===== config.mk =====
export PLATFORM = sky130hd
export DESIGN_NAME = leaf_tx_packetizer
export DESIGN_NICKNAME = d
export VERILOG_FILES = /design/src/rtl/rr_arbiter.sv /design/src/rtl/leaf_tx_packetizer.sv
export SDC_FILE = /design/constraint.sdc
export NUM_CORES = 1
export LEC_CHECK = 0
export ABC_CLOCK_PERIOD_IN_PS = 8760
export CAP_MARGIN = 0
export CORE_ASPECT_RATIO = 0.5
export CORE_MARGIN = 8
export CORE_UTILIZATION = 49
export CTS_BUF_LIST = sky130_fd_sc_hd__clkbuf_4 sky130_fd_sc_hd__clkbuf_8 sky130_fd_sc_hd__clkbuf_16
export CTS_CLUSTER_SIZE = 20
export DETAILED_ROUTE_END_ITERATION = 10
export PLACE_DENSITY = 0.9
export SLEW_MARGIN = 20
export SYNTH_ARGS = -nofsm -noshare
export SYNTH_HDL_FRONTEND = slang
export SYNTH_SLANG_ARGS = --single-unit
export TNS_END_PERCENT = 20

===== constraint.sdc =====
create_clock -name clk -period 8.76 [get_ports clk]
set_clock_uncertainty 0.1 [all_clocks]
set_input_delay 2.628 -clock clk [delete_from_list [all_inputs] [get_ports clk]]
set_output_delay 2.628 -clock clk [all_outputs]
set_load 0.01 [all_outputs]

===== src/rtl/rr_arbiter.sv =====
// Round-robin arbiter: one-hot grant among requesters, searching upward from
// the port after the last winner, wrapping at N.
module rr_arbiter #(
  parameter int N = 7
) (
  input  logic         clk,
  input  logic         reset,
  input  logic [N-1:0] req_i,
  input  logic         en_i,
  output logic [N-1:0] grant_o
);

  localparam int PW = (N > 1) ? $clog2(N) : 1;

  logic [PW-1:0] ptr_q, ptr_d;
  logic          found;
  int            idx;

  // NOTE: every signal driven here gets a default first, so no path leaves
  // it unassigned and no latch is inferred.
  always_comb begin
    grant_o = '0;
    ptr_d   = ptr_q;
    found   = 1'b0;
    idx     = 0;
    if (en_i) begin
      for (int off = 0; off < N; off++) begin
        idx = int'(ptr_q) + off;
        if (idx >= N) idx = idx - N;
        if (!found && req_i[idx]) begin
          grant_o[idx] = 1'b1;
          found        = 1'b1;
          ptr_d        = (idx == N - 1) ? '0 : PW'(idx + 1);
        end
      end
    end
  end

  // NOTE: state registers use non-blocking assignments so every flop samples
  // the pre-edge value regardless of statement order.
  always_ff @(posedge clk or posedge reset) begin
    if (reset) ptr_q <= '0;
    else       ptr_q <= ptr_d;
  end

endmodule


===== src/rtl/leaf_tx_packetizer.sv =====
// Leaf TX packetizer: arbitrates user streams into BFT packets, tracking per-port
// destination, receiver address and receiver credit.
module leaf_tx_packetizer #(
  parameter int PACKET_BITS           = 49,
  parameter int PAYLOAD_BITS          = 32,
  parameter int NUM_LEAF_BITS         = 5,
  parameter int NUM_PORT_BITS         = 4,
  parameter int NUM_ADDR_BITS         = 7,
  parameter int NUM_OUT_PORTS         = 7,
  parameter int FREESPACE_UPDATE_SIZE = 64
) (
  input  logic                                    clk,
  input  logic                                    reset,
  input  logic [NUM_OUT_PORTS*PAYLOAD_BITS-1:0]   din_leaf_user2interface,
  input  logic [NUM_OUT_PORTS-1:0]                vld_user2interface,
  output logic [NUM_OUT_PORTS-1:0]                ack_interface2user,
  input  logic                                    cfg_vld,
  input  logic [NUM_PORT_BITS-1:0]                cfg_port,
  input  logic [NUM_LEAF_BITS-1:0]                cfg_dest_leaf,
  input  logic [NUM_PORT_BITS-1:0]                cfg_dest_port,
  input  logic                                    fs_vld,
  input  logic [NUM_PORT_BITS-1:0]                fs_port,
  input  logic                                    bft_ready,
  input  logic                                    resend,
  output logic [PACKET_BITS-1:0]                  dout_leaf_interface2bft
);

  localparam int CW = NUM_ADDR_BITS + 1;
  localparam int SW = NUM_ADDR_BITS + 2;
  localparam logic [CW-1:0] CREDIT_MAX = CW'(1 << NUM_ADDR_BITS);
  localparam logic [SW-1:0] CREDIT_MAX_W = SW'(1 << NUM_ADDR_BITS);
  localparam logic [SW-1:0] FS_INC = SW'(FREESPACE_UPDATE_SIZE);

  logic [CW-1:0]            credit_q [NUM_OUT_PORTS];
  logic [CW-1:0]            credit_d [NUM_OUT_PORTS];
  logic [NUM_ADDR_BITS-1:0] addr_q   [NUM_OUT_PORTS];
  logic [NUM_LEAF_BITS-1:0] leaf_q   [NUM_OUT_PORTS];
  logic [NUM_PORT_BITS-1:0] dport_q  [NUM_OUT_PORTS];
  logic [NUM_OUT_PORTS-1:0] cfg_valid_q;
  logic [PACKET_BITS-1:0]   pkt_q, pkt_d;

  logic [NUM_OUT_PORTS-1:0] eligible;
  logic [NUM_OUT_PORTS-1:0] grant;
  logic                     arb_en;
  logic [SW-1:0]            sum;

  always_comb begin
    eligible = '0;
    for (int i = 0; i < NUM_OUT_PORTS; i++)
      eligible[i] = vld_user2interface[i] && cfg_valid_q[i] && (credit_q[i] != '0);
  end

  // A held packet blocks new grants until the BFT takes it; resend freezes everything.
  assign arb_en = !resend && (!pkt_q[PACKET_BITS-1] || bft_ready);

  rr_arbiter #(.N(NUM_OUT_PORTS)) u_arb (
    .clk     (clk),
    .reset   (reset),
    .req_i   (eligible),
    .en_i    (arb_en),
    .grant_o (grant)
  );

  assign ack_interface2user      = grant;
  assign dout_leaf_interface2bft = resend ? '0 : pkt_q;

  always_comb begin
    pkt_d = pkt_q;
    if (|grant) begin
      pkt_d = '0;
      for (int i = 0; i < NUM_OUT_PORTS; i++)
        if (grant[i])
          pkt_d = {1'b1, leaf_q[i], dport_q[i], addr_q[i],
                   din_leaf_user2interface[i*PAYLOAD_BITS +: PAYLOAD_BITS]};
    end else if (!resend && bft_ready) begin
      pkt_d = '0;
    end
  end

  // Credit math runs one bit wider so a freespace update can overshoot before clamping.
  always_comb begin
    sum = '0;
    for (int i = 0; i < NUM_OUT_PORTS; i++) begin
      sum = {1'b0, credit_q[i]};
      if (fs_vld && (32'(fs_port) == i)) sum = sum + FS_INC;
      if (grant[i])                      sum = sum - SW'(1);
      credit_d[i] = (sum > CREDIT_MAX_W) ? CREDIT_MAX : sum[CW-1:0];
    end
  end

  // NOTE: the per-port tables are small flop arrays, not RAM, so resetting
  // them costs nothing special and guarantees a known start state.
  always_ff @(posedge clk or posedge reset) begin
    if (reset) begin
      pkt_q       <= '0;
      cfg_valid_q <= '0;
      for (int i = 0; i < NUM_OUT_PORTS; i++) begin
        credit_q[i] <= CREDIT_MAX;
        addr_q[i]   <= '0;
        leaf_q[i]   <= '0;
        dport_q[i]  <= '0;
      end
    end else begin
      pkt_q <= pkt_d;
      for (int i = 0; i < NUM_OUT_PORTS; i++) begin
        credit_q[i] <= credit_d[i];
        if (grant[i]) addr_q[i] <= addr_q[i] + NUM_ADDR_BITS'(1);
        if (cfg_vld && (32'(cfg_port) == i)) begin
          cfg_valid_q[i] <= 1'b1;
          leaf_q[i]      <= cfg_dest_leaf;
          dport_q[i]     <= cfg_dest_port;
        end
      end
    end
  end

endmodule


### Word-level counts from Yosys, hierarchy flattened

Index checks and enable logic that the tools add are counted.
W data, S select, Z words.

| storage, ports and cells | value |
|---|---|
| bits in registers | 227 |
| bits of input ports | 254 |
| output and inout bits | 56 |
| word-level logic and storage cells | 316 |

| cells by class | value |
|---|---|
| add/sub/neg operators | 41 |
| order comparisons | 28 |
| eq/ne operators | 19 |
| muxes and demuxes | 120 |
| bitwise gates (word level) | 6 |
| reductions and logical operators | 65 |

Operators by type and width:

| kind | count |
|---|---|
| $mux W49 | 10 |
| $mux W32 | 14 |
| $eq A32 B4 Y1 const B | 7 |
| $ge A32 B1 Y1 const B | 7 |
| $lt A32 B5 Y1 const B | 7 |
| $ge A32 B4 Y1 const B | 6 |
| $sub A32 B4 Y32 const B | 6 |
| $mux W9 | 14 |
| $mux W7 | 14 |
| $add A8 B7 Y9 const B | 7 |
| $gt A9 B8 Y1 const B | 7 |
| $sub A9 B1 Y9 const B | 7 |
| $mux W8 | 7 |
| $reduce_bool A8 Y1 | 7 |
| $add A7 B1 Y7 const B | 7 |
| $logic_and A1 B1 Y1 | 43 |
| $mux W3 | 14 |
| $or A7 B7 Y7 | 6 |
| $mux W1 | 33 |
| $eq A4 B3 Y1 const B | 6 |
| $add A3 B2 Y3 const B | 7 |
| $bmux W1 S3 | 7 |
| $demux W1 S3 | 7 |
| $eq A4 B2 Y1 const B | 4 |
| other kinds (13) | 25 |

### Depth between registers and ports, before layout

| depth | value |
|---|---|
| depth after elaboration | 41 |
| mapped depth | 24 |
| mapped depth without buffers | 18 |

### Modules after synthesis

From an unflattened synthesis, not the netlist that was laid out.

| unflattened totals | value |
|---|---|
| cell total of the unflattened synthesis | 1,934 |
| area, all modules | 16,981.3 sq um |

Modules (own cells, without submodules):

| module | times used | cells an instance | area an instance (sq um) | seq. area each (sq um) |
|---|---|---|---|---|
| leaf_tx_packetizer | 1 | 1,449 | 13,728.2 | 5,614.1 |
| rr_arbiter | 1 | 485 | 3,253.1 | 75.1 |

### Worst setup path after synthesis

OpenSTA, ideal clock, no wires.

| timing | value |
|---|---|
| kind | in2out |
| from | in vld_user2interface[5] |
| to | out ack_interface2user[5] |
| arrival time | 5.347 ns |
| data required time | 6.032 ns |
| slack | 0.685 ns |
| cell stages on the path | 12 |
| buffers on the path | 3 |
| path through | and2_1 o21a_1 a32oi_1 nand4_2 or4b_1 buf_2 nor4_1 or3_1 o21ai_0 inv_2 buf_2 buf_1 |

| on the way | value |
|---|---|
| longest elaborated chain between the ends | 31 |
| elaborated cells between the ends (all ways) | 67 |
| those cells by class | mux (47); bitwise (6); reduce/logical (14) |

RTL lines:

| item | line | RTL |
|---|---|---|
| start, declared | leaf_tx_packetizer.sv:15 | `input logic [NUM_OUT_PORTS-1:0] vld_user2interface,` |
| $logic_and A1 B1 Y1 (*) (2 in a row) | leaf_tx_packetizer.sv:50 | `eligible[i] = vld_user2interface[i] && cfg_valid_q[i] && (credit_q[i] != '0);` |
| $bmux W1 S3 | rr_arbiter.sv:30 | `if (!found && req_i[idx]) begin` |
| $mux W1 (not written as such) (2 in a row) | rr_arbiter.sv:30 |  |
| $mux W1 | rr_arbiter.sv:30 |  |
| $mux W1 | rr_arbiter.sv:26 | `if (en_i) begin` |
| $logic_not A1 Y1 | rr_arbiter.sv:30 |  |
| $logic_and A1 B1 Y1 | rr_arbiter.sv:30 |  |
| $mux W1 | rr_arbiter.sv:30 |  |
| [... 13 more ...] | -- |  |
| $logic_not A1 Y1 | rr_arbiter.sv:30 |  |
| $logic_and A1 B1 Y1 | rr_arbiter.sv:30 |  |
| $mux W1 | rr_arbiter.sv:30 |  |
| $mux W1 | rr_arbiter.sv:26 |  |
| $logic_not A1 Y1 | rr_arbiter.sv:30 |  |
| $logic_and A1 B1 Y1 | rr_arbiter.sv:30 |  |
| $mux W7 (*) | rr_arbiter.sv:30 |  |
| $mux W7 (*) | rr_arbiter.sv:26 |  |
| end, declared | leaf_tx_packetizer.sv:16 | `output logic [NUM_OUT_PORTS-1:0] ack_interface2user,` |

Mark *: on every way between the ends. The rest lies on a longest branch, timed or not. The select of a mux whose other input is x is not followed.

### Final worst setup path

| timing | value |
|---|---|
| from | in vld_user2interface[1] |
| to | out ack_interface2user[6] |

The elaborated chain is that of the path after synthesis.

==> results.md <==
Die:
- The vertical die dimension is 145.3 µm.
- The top-level port count is 310.
- The initial utilization of the core area, before any placement, comes to 49.68%.
- From left edge to right edge, the die measures 274.6 µm.
- The floorplan row count is 47.
- The core footprint is 32990 µm².
- The die area is 39910 µm².

Clock tree:
- In this run the number of H-tree levels came out at 1.
- The clock drives 227 sinks.
- TritonCTS built the clock tree.
- The CTS root buffer is clkbuf_16.
- The post-CTS clock slew at the launch and capture registers of the worst setup and hold paths is 0.06 ns.
- The largest buffer count on any clock path is 3.
- The number of buffers inserted to repair setup after CTS is 0.
- The clock latency at the later pin of the worst-skew pair is 0.55 ns.
- After clock tree synthesis, the flow added hold-fix buffers numbering 0.
- The CTS buffer count is 22.

Synth:
- By area the synthesized netlist is led by dfrtp_1 (34%), ha_1 (5.1%), mux2_2 (4.8%).
- The post-synthesis average cell area is 9.197 µm².
- The commonest register cell after synthesis is dfrtp_1.
- The library cell occupying the most area in the post-synthesis netlist is dfrtp_1.
- The yosys synthesis warning count is 0.
- The synthesized netlist occupies a cell area of 16390 µm².
- The distinct cell type count of the synthesized netlist is 99.
- The post-synthesis cell count is 1782.
- The synthesized design contains 0 enable-type register cells.
- The share of synthesized area in the top cell type comes to 33.59%.
- For this run, the register share of the synthesized area comes to 34.71%.
- The post-synthesis net count is 2104.
- After synthesis, the share of flip-flops with an asynchronous set or reset is 100.0%.
- The flip-flop and latch count after synthesis is 227.

Critical path:
- STA puts the critical path data required time at 6.03 ns.
- In this run the worst path has a maximum fanout of 7.
- STA classifies the critical path startpoint as an input pin.
- The worst setup path is captured at a primary output.
- The critical path arrival is 6.00 ns.
- The category of the most critical setup path is input pin to primary output.

Drt:
- The first routing iteration left 2066 violations.
- The total number of vias is 16250.
- The wire length after detailed routing is 60.33 mm.
- The detail-routed via count per cell is 6.441.
- Once detail routing completed, the nets flagged for antenna violations numbered 0.
- For this run, design rule violations remaining after detail routing come to 0.
- The per-cell routed wire length is 23.91 µm.
- The number of search-and-repair iterations in the first detailed-routing pass is 6.

Final layout:
- The number of nets in the final layout is 2387.
- The total of fill cells in the finished design is 2518.
- The layout overhead on the synthesized area is 27.60%.
- Leaving out filler cells and counting taps, the final layout contains 2523.
- Leaving out fill and tap cells, the most frequent cell in the layout is clkdlybuf4s50_1.
- The fraction of final layout cells with drive strength greater than 1 is 12.31%.
- In the layout the commonest cells are clkdlybuf4s50_1 (308), dfrtp_1 (220), nor2_1 (136).
- Once layout is done, the placed cells without fillers occupy 20910 µm².

STA:
- The worst path needs 8.725 ns of the cycle, external delays included.
- The number of failing hold endpoints at the final stage came to 0.
- The slew of the pin with the lowest slew margin is 1.100 ns.
- The final max-slew violation count was 0.
- The worst path uses 99.60% of the clock period.
- The normalized max-slew margin is 26.39%.
- Setup violations remaining at the end of the flow were counted as 0.
- Setup repair after global routing could not meet its margin everywhere.
- Static timing analysis puts the maximum clock frequency at 0.1146 GHz.

Global routing:
- The number of global-route vias before repair is 15910.
- Global routing used 28.75% of the available tracks.
- The wire length of the first global-routing pass is 91.90 mm.
- The leftover overflow at the end of global routing is 0.
- Entering global routing, the biggest net connects 196 pins.
- The number of antenna violations at the first check in global routing is 3.

Power:
- The total power is 8954 µW.
- The switching power is 4647 µW.
- The static power due to leakage is 0.008371 µW.
- The share of total power dissipated in combinational logic is 70.5%.
- The share of total power consumed by net switching is 51.90%.
- The worst IR drop on VDD is 0.1977 mV.
- The clock network burns 11.7% of the power.
- The power per cell area is 428.1 nW/µm².
- The internal power of the cells totals 4307 µW.
- Sequential cells account for 17.8% of the total power.

Place:
- Once placement finished, the instance area stood at 20020 µm².
- Routability-driven placement finished with a final weighted congestion of 0.9631.
- The number of input and output port buffers inserted is 309.
- Including well taps, the total number of placed cells is 2481.
- The final HPWL from detailed placement is 43.82 mm.

Run:
- The number of max-cap violations is 0.

Run status:
- The flow ran to the end, and the final reports show no timing, DRC or antenna violations.

Min path:
- The class of the tightest hold or removal check is register to register.
==> power groups by stage <==
| stage | clock network (µW) | registers (µW) | logic [µW] |
|---|---|---|---|
| after global placement | 0 | 1580 | 5960 |
| final | 1050 | 1600 | 6310 |
| after CTS | 1050 | 1590 | 6120 |
| after global routing | 1090 | 1630 | 6720 |
| after detailed placement | 0 | 1600 | 6040 |
| after floorplan | 0 | 1520 | 4110 |
==> per-layer routing <==
| metal | GRT usage, % | share of wire (%) |
|---|---|---|
| met1 | 38.32 | 41 |
| met2 | 46.51 | 46 |
| met3 | 5.184 | 8.1 |
| met4 | 10.34 | 4.1 |
| met5 | 0 | 0.022 |
==> flip-flops by register name, summed over array words and instances, names as in the netlist <==
register	count
credit_q	56
addr_q	49
pkt_q	49
leaf_q	35
dport_q	28
cfg_valid_q	7
u_arb.ptr_q	3
==> path summary, 6_finish.rpt <==
path	slack, ns	from	cells after the start	to
min reg2reg	0.36	cfg_valid_q[3]$_DFFE_PP0P_	1	cfg_valid_q[3]$_DFFE_PP0P_
min in group asynchronous	2.46	reset	2	dport_q[11]$_DFFE_PP0P_
max reg2reg	2.02	u_arb.ptr_q[0]$_DFFE_PP0P_	19	pkt_q[8]$_DFFE_PP0P_
max in group asynchronous	4.61	reset	4	credit_q[51]$_DFF_PP0_
min	0.36	cfg_valid_q[3]$_DFFE_PP0P_	1	cfg_valid_q[3]$_DFFE_PP0P_
max	0.03	vld_user2interface[1]	13	ack_interface2user[6]
==> cell families after synthesis <==
kind of cell | count (synthesis) | share of synthesized area [%]
fa+ha+maj | 68 | 5.237
xor+xnor | 107 | 5.970
compound gates | 507 | 23.72
buf+inv | 184 | 4.932
simple gates | 594 | 19.02
flops | 227 | 34.71
mux | 95 | 6.413
==> through the flow <==
stage               TNS [ns]  worst slack (ns)  utilization [%]  hold WS [ns]
floorplan                  0            0.6850                -        0.3252
global placement    -0.02471          -0.02101            60.68        0.3462
detailed placement  -0.02219          -0.02113            60.68        0.3470
CTS                        0          0.006385            63.10        0.3608
global route        -0.05253          -0.02838            63.38        0.3867
finish                     0           0.03470            63.39        0.3589
==> synth_stat cells (all sizes together), types with 7 or more instances <==
library cell and n:
dfrtp 220, nor2 136, nand2 132, a22oi 94, xnor2 75, buf 70
mux2 70, inv 69, nand3 69, ha 67, o21ai 53, a21oi 52
nor2b 50, o211ai 48, clkbuf 45, a221oi 40, nor3 40, o31a 36
xor2 32, nand4 29, mux2i 25, a211oi 20, nor4 20, nand2b 18
o22ai 18, o221ai 17, nand3b 15, a211o 14, and2 14, o211a 14
a32oi 13, a2111oi 12, or3 12, nor3b 11, a21o 10, a31oi 10
or2 9, and3 7, dfstp 7, o2111ai 7
==> timing repair <==
action / CTS / global route
gates resized for setup: 2 / 9
setup endpoints to repair: 2 / 7
gates cloned: 0 / 0
==> worst max-delay path, stage by stage <==
cell             delay (ns)
clkdlybuf4s50_1        0.45
nand2_1                0.16
a21o_1                 0.23
nor4_1                 0.07
or4_1                  0.63
nand2b_4               0.19
nor4b_4                0.37
buf_4                  0.22
nand3_1                0.15
nand2_1                0.13
nand2_1                0.10
inv_2                  0.13
clkdlybuf4s50_1        0.54
==> layout make-up <==
type                       count  area [µm²]  area share, %
tap                          441       551.8          2.639
clock buffer                  31       649.4          3.105
clock inverter                 7       140.1         0.6701
antenna                        3       7.507        0.03590
multi-input combinational   1371        9991          47.77
timing repair buffer         374        3621          17.31
sequential                   227        5689          27.20
inverter                      69       262.8          1.256
Power figures use the tool's default switching activity.
